### config.mk
export PLATFORM = sky130hd
export DESIGN_NAME = dtree_seq_eval
export DESIGN_NICKNAME = d
export VERILOG_FILES = /design/src/rtl/dtree_seq_eval.sv
export SDC_FILE = /design/constraint.sdc
export NUM_CORES = 1
export LEC_CHECK = 0
export BUFFER_PORTS_ARGS = -buffer_cell sky130_fd_sc_hd__buf_2
export CORE_MARGIN = 8
export CORE_UTILIZATION = 35
export CTS_BUF_LIST = sky130_fd_sc_hd__clkbuf_4
export CTS_CLUSTER_DIAMETER = 50
export CTS_CLUSTER_SIZE = 14
export DETAILED_ROUTE_END_ITERATION = 16
export GPL_ROUTABILITY_DRIVEN = 1
export PLACE_DENSITY = 0.47
export SETUP_SLACK_MARGIN = 0.3
export SYNTH_ARGS = -nofsm -noshare
export SYNTH_HDL_FRONTEND = slang
export SYNTH_SLANG_ARGS = --single-unit
### constraint.sdc
create_clock -name clk -period 10.42 [get_ports clk]
set_input_delay 1.563 -clock clk [delete_from_list [all_inputs] [get_ports clk]]
set_output_delay 1.563 -clock clk [all_outputs]
set_load 0.1 [all_outputs]
### src/rtl/dtree_seq_eval.sv
// rtl/dtree_seq_eval.sv - table-driven sequential decision-tree classifier
module dtree_seq_eval #(
   parameter int NFEAT     = 16,
   parameter int FW        = 8,
   parameter int NNODES    = 32,
   parameter int CW        = 4,
   parameter int MAX_DEPTH = 15,
   parameter logic [CW-1:0] DEFAULT_CLASS = '0,
   parameter int NIW       = $clog2(NNODES),
   parameter int FIW       = $clog2(NFEAT)
) (
   input  logic                clk,
   input  logic                rst_n,
   input  logic                cfg_we,
   input  logic [NIW-1:0]      cfg_addr,
   input  logic                cfg_leaf,
   input  logic [FIW-1:0]      cfg_feat,
   input  logic [FW-1:0]       cfg_thr,
   input  logic [NIW-1:0]      cfg_left,
   input  logic [NIW-1:0]      cfg_right,
   input  logic [CW-1:0]       cfg_class,
   input  logic                in_valid,
   output logic                in_ready,
   input  logic [NFEAT*FW-1:0] in_feat,
   output logic                out_valid,
   input  logic                out_ready,
   output logic [CW-1:0]       out_class,
   output logic                out_err,
   output logic                busy
);

   localparam int DW = $clog2(MAX_DEPTH + 1);

   typedef enum logic [1:0] {S_IDLE, S_WALK, S_DONE} state_t;

   state_t             r_state;
   state_t             w_next;

   logic               r_leaf  [NNODES];
   logic [FIW-1:0]     r_feat  [NNODES];
   logic [FW-1:0]      r_thr   [NNODES];
   logic [NIW-1:0]     r_left  [NNODES];
   logic [NIW-1:0]     r_right [NNODES];
   logic [CW-1:0]      r_class [NNODES];

   logic [NFEAT*FW-1:0] r_feats;
   logic [NIW-1:0]     r_ptr;
   logic [DW-1:0]      r_depth;
   logic [CW-1:0]      r_out_class;
   logic               r_out_err;

   logic               w_leaf;
   logic [FIW-1:0]     w_feat_idx;
   logic [FW-1:0]      w_fval;
   logic               w_bad_feat;
   logic               w_abort;
   logic [NIW-1:0]     w_child;

   // current node is read straight out of the register table
   assign w_leaf     = r_leaf[r_ptr];
   assign w_feat_idx = r_feat[r_ptr];
   assign w_fval     = r_feats[32'(w_feat_idx) * FW +: FW];
   assign w_child    = (w_fval <= r_thr[r_ptr]) ? r_left[r_ptr] : r_right[r_ptr];

   // an out-of-range feature index can only occur when NFEAT is not a power of two
   generate
      if (NFEAT == (1 << FIW)) begin : g_feat_full
         assign w_bad_feat = 1'b0;
      end else begin : g_feat_part
         assign w_bad_feat = (32'(w_feat_idx) >= NFEAT);
      end
   endgenerate

   assign w_abort   = !w_leaf && ((r_depth == DW'(MAX_DEPTH)) || w_bad_feat);

   assign in_ready  = (r_state == S_IDLE);
   assign out_valid = (r_state == S_DONE);
   assign busy      = (r_state != S_IDLE);
   assign out_class = r_out_class;
   assign out_err   = r_out_err;

   // state register
   always_ff @(posedge clk or negedge rst_n) begin
      if (!rst_n) r_state <= S_IDLE;
      else        r_state <= w_next;
   end

   // next-state: accept, walk until leaf or abort, hold result until taken
   always_comb begin
      w_next = r_state;
      case (r_state)
         S_IDLE:  if (in_valid)           w_next = S_WALK;
         S_WALK:  if (w_leaf || w_abort)  w_next = S_DONE;
         S_DONE:  if (out_ready)          w_next = S_IDLE;
         default:                         w_next = S_IDLE;
      endcase
   end

   // walk datapath: feature latch, node pointer, depth counter, result
   always_ff @(posedge clk or negedge rst_n) begin
      if (!rst_n) begin
         r_feats     <= '0;
         r_ptr       <= '0;
         r_depth     <= '0;
         r_out_class <= '0;
         r_out_err   <= 1'b0;
      end else begin
         case (r_state)
            S_IDLE: begin
               if (in_valid) begin
                  r_feats <= in_feat;
                  r_ptr   <= '0;
                  r_depth <= '0;
               end
            end
            S_WALK: begin
               if (w_leaf) begin
                  r_out_class <= r_class[r_ptr];
                  r_out_err   <= 1'b0;
               end else if (w_abort) begin
                  r_out_class <= DEFAULT_CLASS;
                  r_out_err   <= 1'b1;
               end else begin
                  r_ptr   <= w_child;
                  r_depth <= r_depth + DW'(1);
               end
            end
            default: ;
         endcase
      end
   end

   // node table: writable only while idle so a walk always sees one table
   always_ff @(posedge clk or negedge rst_n) begin
      if (!rst_n) begin
         for (int i = 0; i < NNODES; i++) begin
            r_leaf[i]  <= 1'b0;
            r_feat[i]  <= '0;
            r_thr[i]   <= '0;
            r_left[i]  <= '0;
            r_right[i] <= '0;
            r_class[i] <= '0;
         end
      end else if (cfg_we && (r_state == S_IDLE)) begin
         r_leaf[cfg_addr]  <= cfg_leaf;
         r_feat[cfg_addr]  <= cfg_feat;
         r_thr[cfg_addr]   <= cfg_thr;
         r_left[cfg_addr]  <= cfg_left;
         r_right[cfg_addr] <= cfg_right;
         r_class[cfg_addr] <= cfg_class;
      end
   end

endmodule

==> results of run 1 <==
cell type report:
class,instances,area (um2)
Fill cell,12252,80200
Sequential cell,1008,25200
Multi-Input combinational cell,1641,19700
Tap cell,1755,2200
Timing Repair Buffer,225,1310
Clock buffer,149,1120
Clock inverter,83,921
Inverter,9,36.3
Antenna cell,11,27.5
how the worst min path moves through the flow:
stage                 startpoint           end  slack (ns)  cells past startpoint
global route               rst_n   r_class[96]        0.42                      1
global placement    out_class[3]  out_class[3]        0.48                      2
detailed placement    r_thr[224]    r_thr[224]        0.49                      1
finish                     rst_n   r_class[96]        0.48                      1
floorplan             r_class[3]    r_class[3]        0.47                      1
CTS                        rst_n    r_feat[86]        0.37                      1
cells by family after synthesis:
logic type | Yosys count
compound gates | 74
xor+xnor | 2
fa+ha+maj | 9
buf+inv | 265
flops | 1008
mux | 1368
simple gates | 188
Yosys cell counts, types with 9 or more instances:
master     number
nor4_1         24
mux2i_1       122
a22oi_1        16
mux4_2        234
nand2_1        55
nor2_1         24
ha_1            9
clkbuf_1      163
buf_6           9
buf_1          13
a21oi_1        11
nand3_1        31
buf_4          15
o21ai_0        10
a2bb2oi_1       9
mux2_2       1012
buf_2          56
dfrtp_1      1008
nor2b_1         9
layer usage:
layer  global-route usage (%)  up-vias
li1                         -    11118
met1                     25.5    14422
met2                     32.5      569
met3                     3.34      210
met4                     5.31        2
met5                        0        -
flip-flops by register name, indices dropped and copies added, names as in the netlist, 5 cells and up:
| register | count |
|---|---|
| r_leaf | 32 |
| r_ptr | 5 |
| r_class | 128 |
| r_feats | 128 |
| r_left | 160 |
| r_right | 160 |
| r_thr | 256 |
| r_feat | 128 |
where the power goes:
| group | leakage, nW | total (mW) | internal [mW] | switching [mW] |
|---|---|---|---|---|
| clock | 1.11 | 2.68 | 1.16 | 1.52 |
| combinational | 8.49 | 3.64 | 1.96 | 1.68 |
| sequential | 13.3 | 5.69 | 5.06 | 0.633 |
| total | 22.9 | 12.0 | 8.17 | 3.83 |
stage by stage:
step                      total power, mW  setup WS, ns  area [um2]
final                                12.0          3.86       50600
after global routing                 12.7          3.53       50500
after CTS                            12.2          3.81       50500
after detailed placement             9.47          3.85       48500
after global placement               9.30          3.87       48500
after floorplan                      8.32          5.90       45900
==> impl_metrics.yaml, run 1 <==
status:
  status: "complete, no violations"
placed_design:
  io_buffers: 172
  place.gp.congestion: 0.812
  dp_hpwl_um: 80500
  dp.cells: 4638
critical_path:
  rr_worst_depth: 18
  crit_family: "compound AO/OA/AOI/OAI gates"
  r2r-end: "r_ptr[3]"
  arrival_ns: 7.54
  worstSetupStartpoint: "r_ptr[1]"
  critPathMaxFanout: 64
  rr_startpoint: "r_ptr[1]"
  endpoint: "r_ptr[3]"
  reg2reg_slack_ns: 3.86
  slowest_stage: "buf_4"
  critPathCaptureType: "flop"
  path_buf_inv: 2
  start_kind: "flop"
  path_cells: "buf_4 -> mux2i_1 -> a22oi_1 -> nand3_1 -> nand4_1 -> buf_4 -> mux2_2 -> a2111oi_0 -> nand3_1 -> ha_1 -> a21o_1 -> a21oi_1 -> nor2b_1 -> o22ai_1 -> o31a_1 -> mux4_2 -> nand2_1 -> o31ai_1"
  worstSetupPathType: "reg2reg"
  critical_path_required_ns: 11.40
  path_depth: 18
  slowest_delay_ns: 0.81
final_layout:
  final_nets: 3191
  drive_gt1_share_pct: 55.8
  fin_cells: 4881
  final_util_pct: 38.7
  final_cell_mix: "1012 x mux2_2, 1004 x dfrtp_1, 234 x mux4_2"
  area_delta_synth_final_pct: 10.1
  final_common_cell: "mux2_2"
clock_tree:
  root_buffer: "clkbuf_4"
  postCtsHoldBufs: 0
  cts.clk_slew.worst_paths_ns: 0.13
  cts_resized: 0
  cts_buffers: 132
  clock_sinks: 1008
  clock_path_buffers: 3
  cts_tree: "built"
  htree_levels: 4
  post_cts_buffers: 0
  clock_latency_ns: 1.14
yosys:
  synth_edf_count: 0
  synth_top_area_cell: "dfrtp_1"
  synthMuxAreaShare_pct: 39.0
  synthTopCellsByArea: "dfrtp_1 55%, mux2_2 25%, mux4_2 11%, mux2i_1 2.7%, clkbuf_1 1.3%"
  synth-simple-area-share_pct: 2.07
  synth_nets: 3088
  yosysUniqueCellTypes: 47
  yosysSeqAreaShare_pct: 54.9
  synthAdderAreaFrac_pct: 0.245
  synth_area_mm2: 0.0459
  postSynthCellCount: 2914
  ys_ff_latch: 1008
  yosys_warnings: 0
  syn_area_per_cell_um2: 15.8
  synth_xor_area_share_pct: 0.0382
  synth_compound_area_share_pct: 1.16
  synthArstFlopShare_pct: 100
  synthFlopType: "dfrtp_1"
  synth_top_area_share_pct: 54.9
  synth_top_family_by_area: "multiplexers"
timing:
  slew_viol_final: 0
  slew_headroom_pct: 12.6
  period_minus_slack_ns: 6.56
  timing.hold.ws_ns: 0.475
  finalSetupViolCount: 0
  worst_pin_slew_ns: 1.31
  rsz0062_at_grt: "false"
  fin_skew_ns: 0.0815
  finalHoldViolations: 0
  setup_tns_ns: 0
  fmax_mhz: 153
  period_share_pct: 62.9
power:
  power_leakage_nw: 22.9
  p_per_area_mw_per_mm2: 238
  ir_worst_vdd_mv: 0.127
floorplan:
  coreArea_mm2: 0.131
  dieArea_mm2: 0.143
  die_w_um: 378
  initial_core_util_pct: 35.1
  ios: 173
  row_count: 133
  fp.dieH_um: 378
route:
  antenna_left: 0
  dr.pass1.iters: 5
  drt-met1-wl_um: 60400
  drc_errors: 0
  via_per_inst: 5.39
  dr_wl_met3_um: 5750
  wl_per_cell_um: 28.1
  wl_met2_um: 67700
  top_layer: "met5"
  drt_iter0_drc: 1586
  num_vias: 26321
  routed_wl_um: 137000
global_routing:
  antenna_found_initial: 10
  grt_max_degree: 155
  grt_pass1_vias: 28965
  grt_usage_pct: 19.2
  grt_pass1_wl_um: 203000
  overflow: 0
worst_hold_path:
  hp-class: "in2async"
run:
  maxCapViolCount: 0
No activity file was read; power rests on OpenSTA's default activity.
==> inputs of run 2 (changes only) <==
Settings changed: ABC_AREA set to 1, PLACE_DENSITY 0.47 to 0.49.
Clock period 10.42 ns to 5.5 ns, I/O delays scaled along.
==> run 2 against run 1 <==
Routed wire length grew 16%. Critical path depth grew 7. Clock power grew 76%. Sequential power grew 93%. Cell count grew 49%. First-iteration DRC count grew 150%. Core utilization grew 0.50 points. Sequential share of layout area shrank 0.13 points.
==> impl_metrics.yaml, run 2 <==
status:
  status: "complete, no violations"
yosys:
  yosysUniqueCellTypes: 40
  synthFlopType: "dfrtp_1"
  synth_nets: 5547
  synth.most_common_cell: "nand2_1"
  synthTopCellsByArea: "dfrtp_1 55%, nand2_1 12%, o21ai_0 12%, nand3_1 5.6%, clkbuf_1 2.5%"
  synth_edf_count: 0
  synth_top_area_cell: "dfrtp_1"
  synthArstFlopShare_pct: 100
  ys_ff_latch: 1008
  synth_area_mm2: 0.0456
  yosys_warnings: 0
  yosysSeqAreaShare_pct: 55.3
  syn_area_per_cell_um2: 8.49
  synth_common_cells: "1492 x nand2_1, 1099 x o21ai_0, 1008 x dfrtp_1, 511 x nand3_1, 304 x clkbuf_1"
  postSynthCellCount: 5373
  synth_top_area_share_pct: 55.3
critical_path:
  path_buf_inv: 5
  crit_family: "simple AND/OR/NAND/NOR gates"
  critPathCaptureType: "flop"
  worstSetupPathType: "reg2reg"
  start_kind: "flop"
  critical_path_required_ns: 6.54
  arrival_ns: 5.79
  critPathMaxFanout: 67
  slowest_delay_ns: 0.66
  path_common_cell: "nand2_1"
  slowest_stage: "dfrtp_4"
final_layout:
  largest_reg_flops: 256
  area_delta_synth_final_pct: 11.1
  final_cell_mix: "1463 x nand2_1, 1098 x o21ai_0, 1003 x dfrtp_1"
  largestRegisters: "r_thr x256, r_left x160, r_right x160"
  final_common_cell: "nand2_1"
  regMostFlops: "r_thr"
  final_util_pct: 39.2
  drive_gt1_share_pct: 11.1
  fin_cells: 7265
  final_nets: 5585
  final_area_mm2: 0.0507
power:
  swShare_pct: 40.4
  ir_worst_vdd_mv: 0.268
  combPwrFrac_pct: 34.7
  internal_power_mw: 14.4
  p_per_area_mw_per_mm2: 475
  power_leakage_nw: 23.0
  seq_power_share_pct: 45.6
  power_mw: 24.1
  p_clk_share_pct: 19.7
  power.switching_mw: 9.71
timing:
  finalWorstSetupSlack_ns: 0.750
  setup_tns_ns: 0
  finalSetupViolCount: 0
  fmax_mhz: 211
  period_minus_slack_ns: 4.75
  worst_pin_slew_ns: 1.14
  finalHoldViolations: 0
  rsz0062_at_grt: "false"
  fin_skew_ns: 0.0718
  period_share_pct: 86.4
  slew_headroom_pct: 23.1
  timing.hold.ws_ns: 0.283
  slew_viol_final: 0
floorplan:
  dieArea_mm2: 0.142
  die_w_um: 377
  row_count: 132
  initial_core_util_pct: 35.2
  fp.dieH_um: 377
  ios: 173
  coreArea_mm2: 0.129
placed_design:
  place.gp.congestion: 0.806
  dp.cells: 6900
  dp_hpwl_um: 87100
  pre_cts_ws_ns: 0.187
  io_buffers: 172
  detailed_place.area_mm2: 0.0475
global_routing:
  grt_pass1_vias: 37114
  antenna_found_initial: 5
  grt_pass1_wl_um: 242000
  grt_usage_pct: 21.9
  grt_max_degree: 141
  overflow: 0
clock_tree:
  cts_buffers: 118
  clock_path_buffers: 3
  clock_sinks: 1008
  root_buffer: "clkbuf_4"
  cts.clk_slew.worst_paths_ns: 0.13
  htree_levels: 3
  cts_tree: "built"
  clock_latency_ns: 1.15
route:
  drc_errors: 0
  antenna_left: 0
  routed_wl_um: 159000
  dr.pass1.iters: 6
  via_per_inst: 5.30
  drt_iter0_drc: 3915
  wl_per_cell_um: 21.9
  num_vias: 38493
worst_hold_path:
  hp-class: "in2reg"
run:
  maxCapViolCount: 0
-- run 2: changes by cell type in the layout (fill, tap and decap cells not counted), moves of 122 or more --
cell / change
o21ai_0: +1088
mux4_2: -234
nor2_1: +280
mux2_2: -925
nand2_1: +1422
dlygate4sd3_1: +130
nand3_1: +480
mux2i_1: -122
-- run 2: layer usage --
metal / GRT usage [%] / vias to the layer above / part of all wire (%)
met3: 3.15 / 275 / 5.3
li1: - / 18090 / -
met2: 34.8 / 1077 / 46
met1: 31.0 / 19049 / 46
met5: 0 / - / 0.0044
met4: 6.47 / 2 / 3.0
-- run 2: path summary, 6_finish.rpt --
check                                 start  slack [ns]           to  cells after the start
worst max register to register     r_ptr[0]        0.75     r_ptr[1]                     25
min in group asynchronous             rst_n        0.30  r_right[76]                      2
worst min-delay path            cfg_addr[1]        0.28  r_class[59]                      4
worst min register to register   r_feat[21]        0.49   r_feat[21]                      2
max in group asynchronous             rst_n        3.86  r_feat[114]                      3
worst max-delay path               r_ptr[0]        0.75     r_ptr[1]                     25
-- run 2: area by class of cell --
cell class / instances / area [um2]
Fill cell: 13487 / 78800
Sequential cell: 1008 / 25200
Multi-Input combinational cell: 3770 / 17900
Timing Repair Buffer: 388 / 3000
Tap cell: 1742 / 2180
Clock buffer: 125 / 938
Clock inverter: 97 / 905
Inverter: 125 / 488
Antenna cell: 10 / 25.0
-- run 2: cells by family after synthesis --
kind of cell / count (synthesis) / synth area share [%]
AOI/OAI and AO/OA: 1345 / 15.8
xor gates and xnor gates: 1 / 0.0192
adders and majority gates: 9 / 0.247
buffers and inverters: 595 / 5.68
DFF: 1008 / 55.3
muxes: 87 / 2.15
and+or+nand+nor: 2328 / 20.8
-- run 2: what timing repair did --
| action | 4_1_cts | 5_1_grt |
|---|---|---|
| hold buffers | 130 | 0 |
| gates resized for setup | 1 | 0 |
| pin swaps | 0 | 1 |
| endpoints found under the hold margin | 180 | 0 |
| buffers inserted | 0 | 3 |
| setup endpoints to repair | 5 | 5 |
-- run 2: worst register-to-register path: cells and delay by family, from the launching register on --
kind	cells	cell delay [ns]
AO/OA/AOI/OAI	3	0.78
adder cells (fa/ha/maj)	1	0.30
buffers and inverters	5	1.39
flip-flops	1	0.66
AND/OR/NAND/NOR	16	1.53
-- run 2: power by group through the flow --
stage	clock [mW]	sequential, mW	combinational (mW)
2_1_floorplan	0	10.8	6.01
3_3_place_gp	0	11.1	8.12
3_5_place_dp	0	11.1	8.26
4_1_cts	4.90	11.0	8.35
5_1_grt	5.21	11.2	9.48
6_report	4.73	11.0	8.35
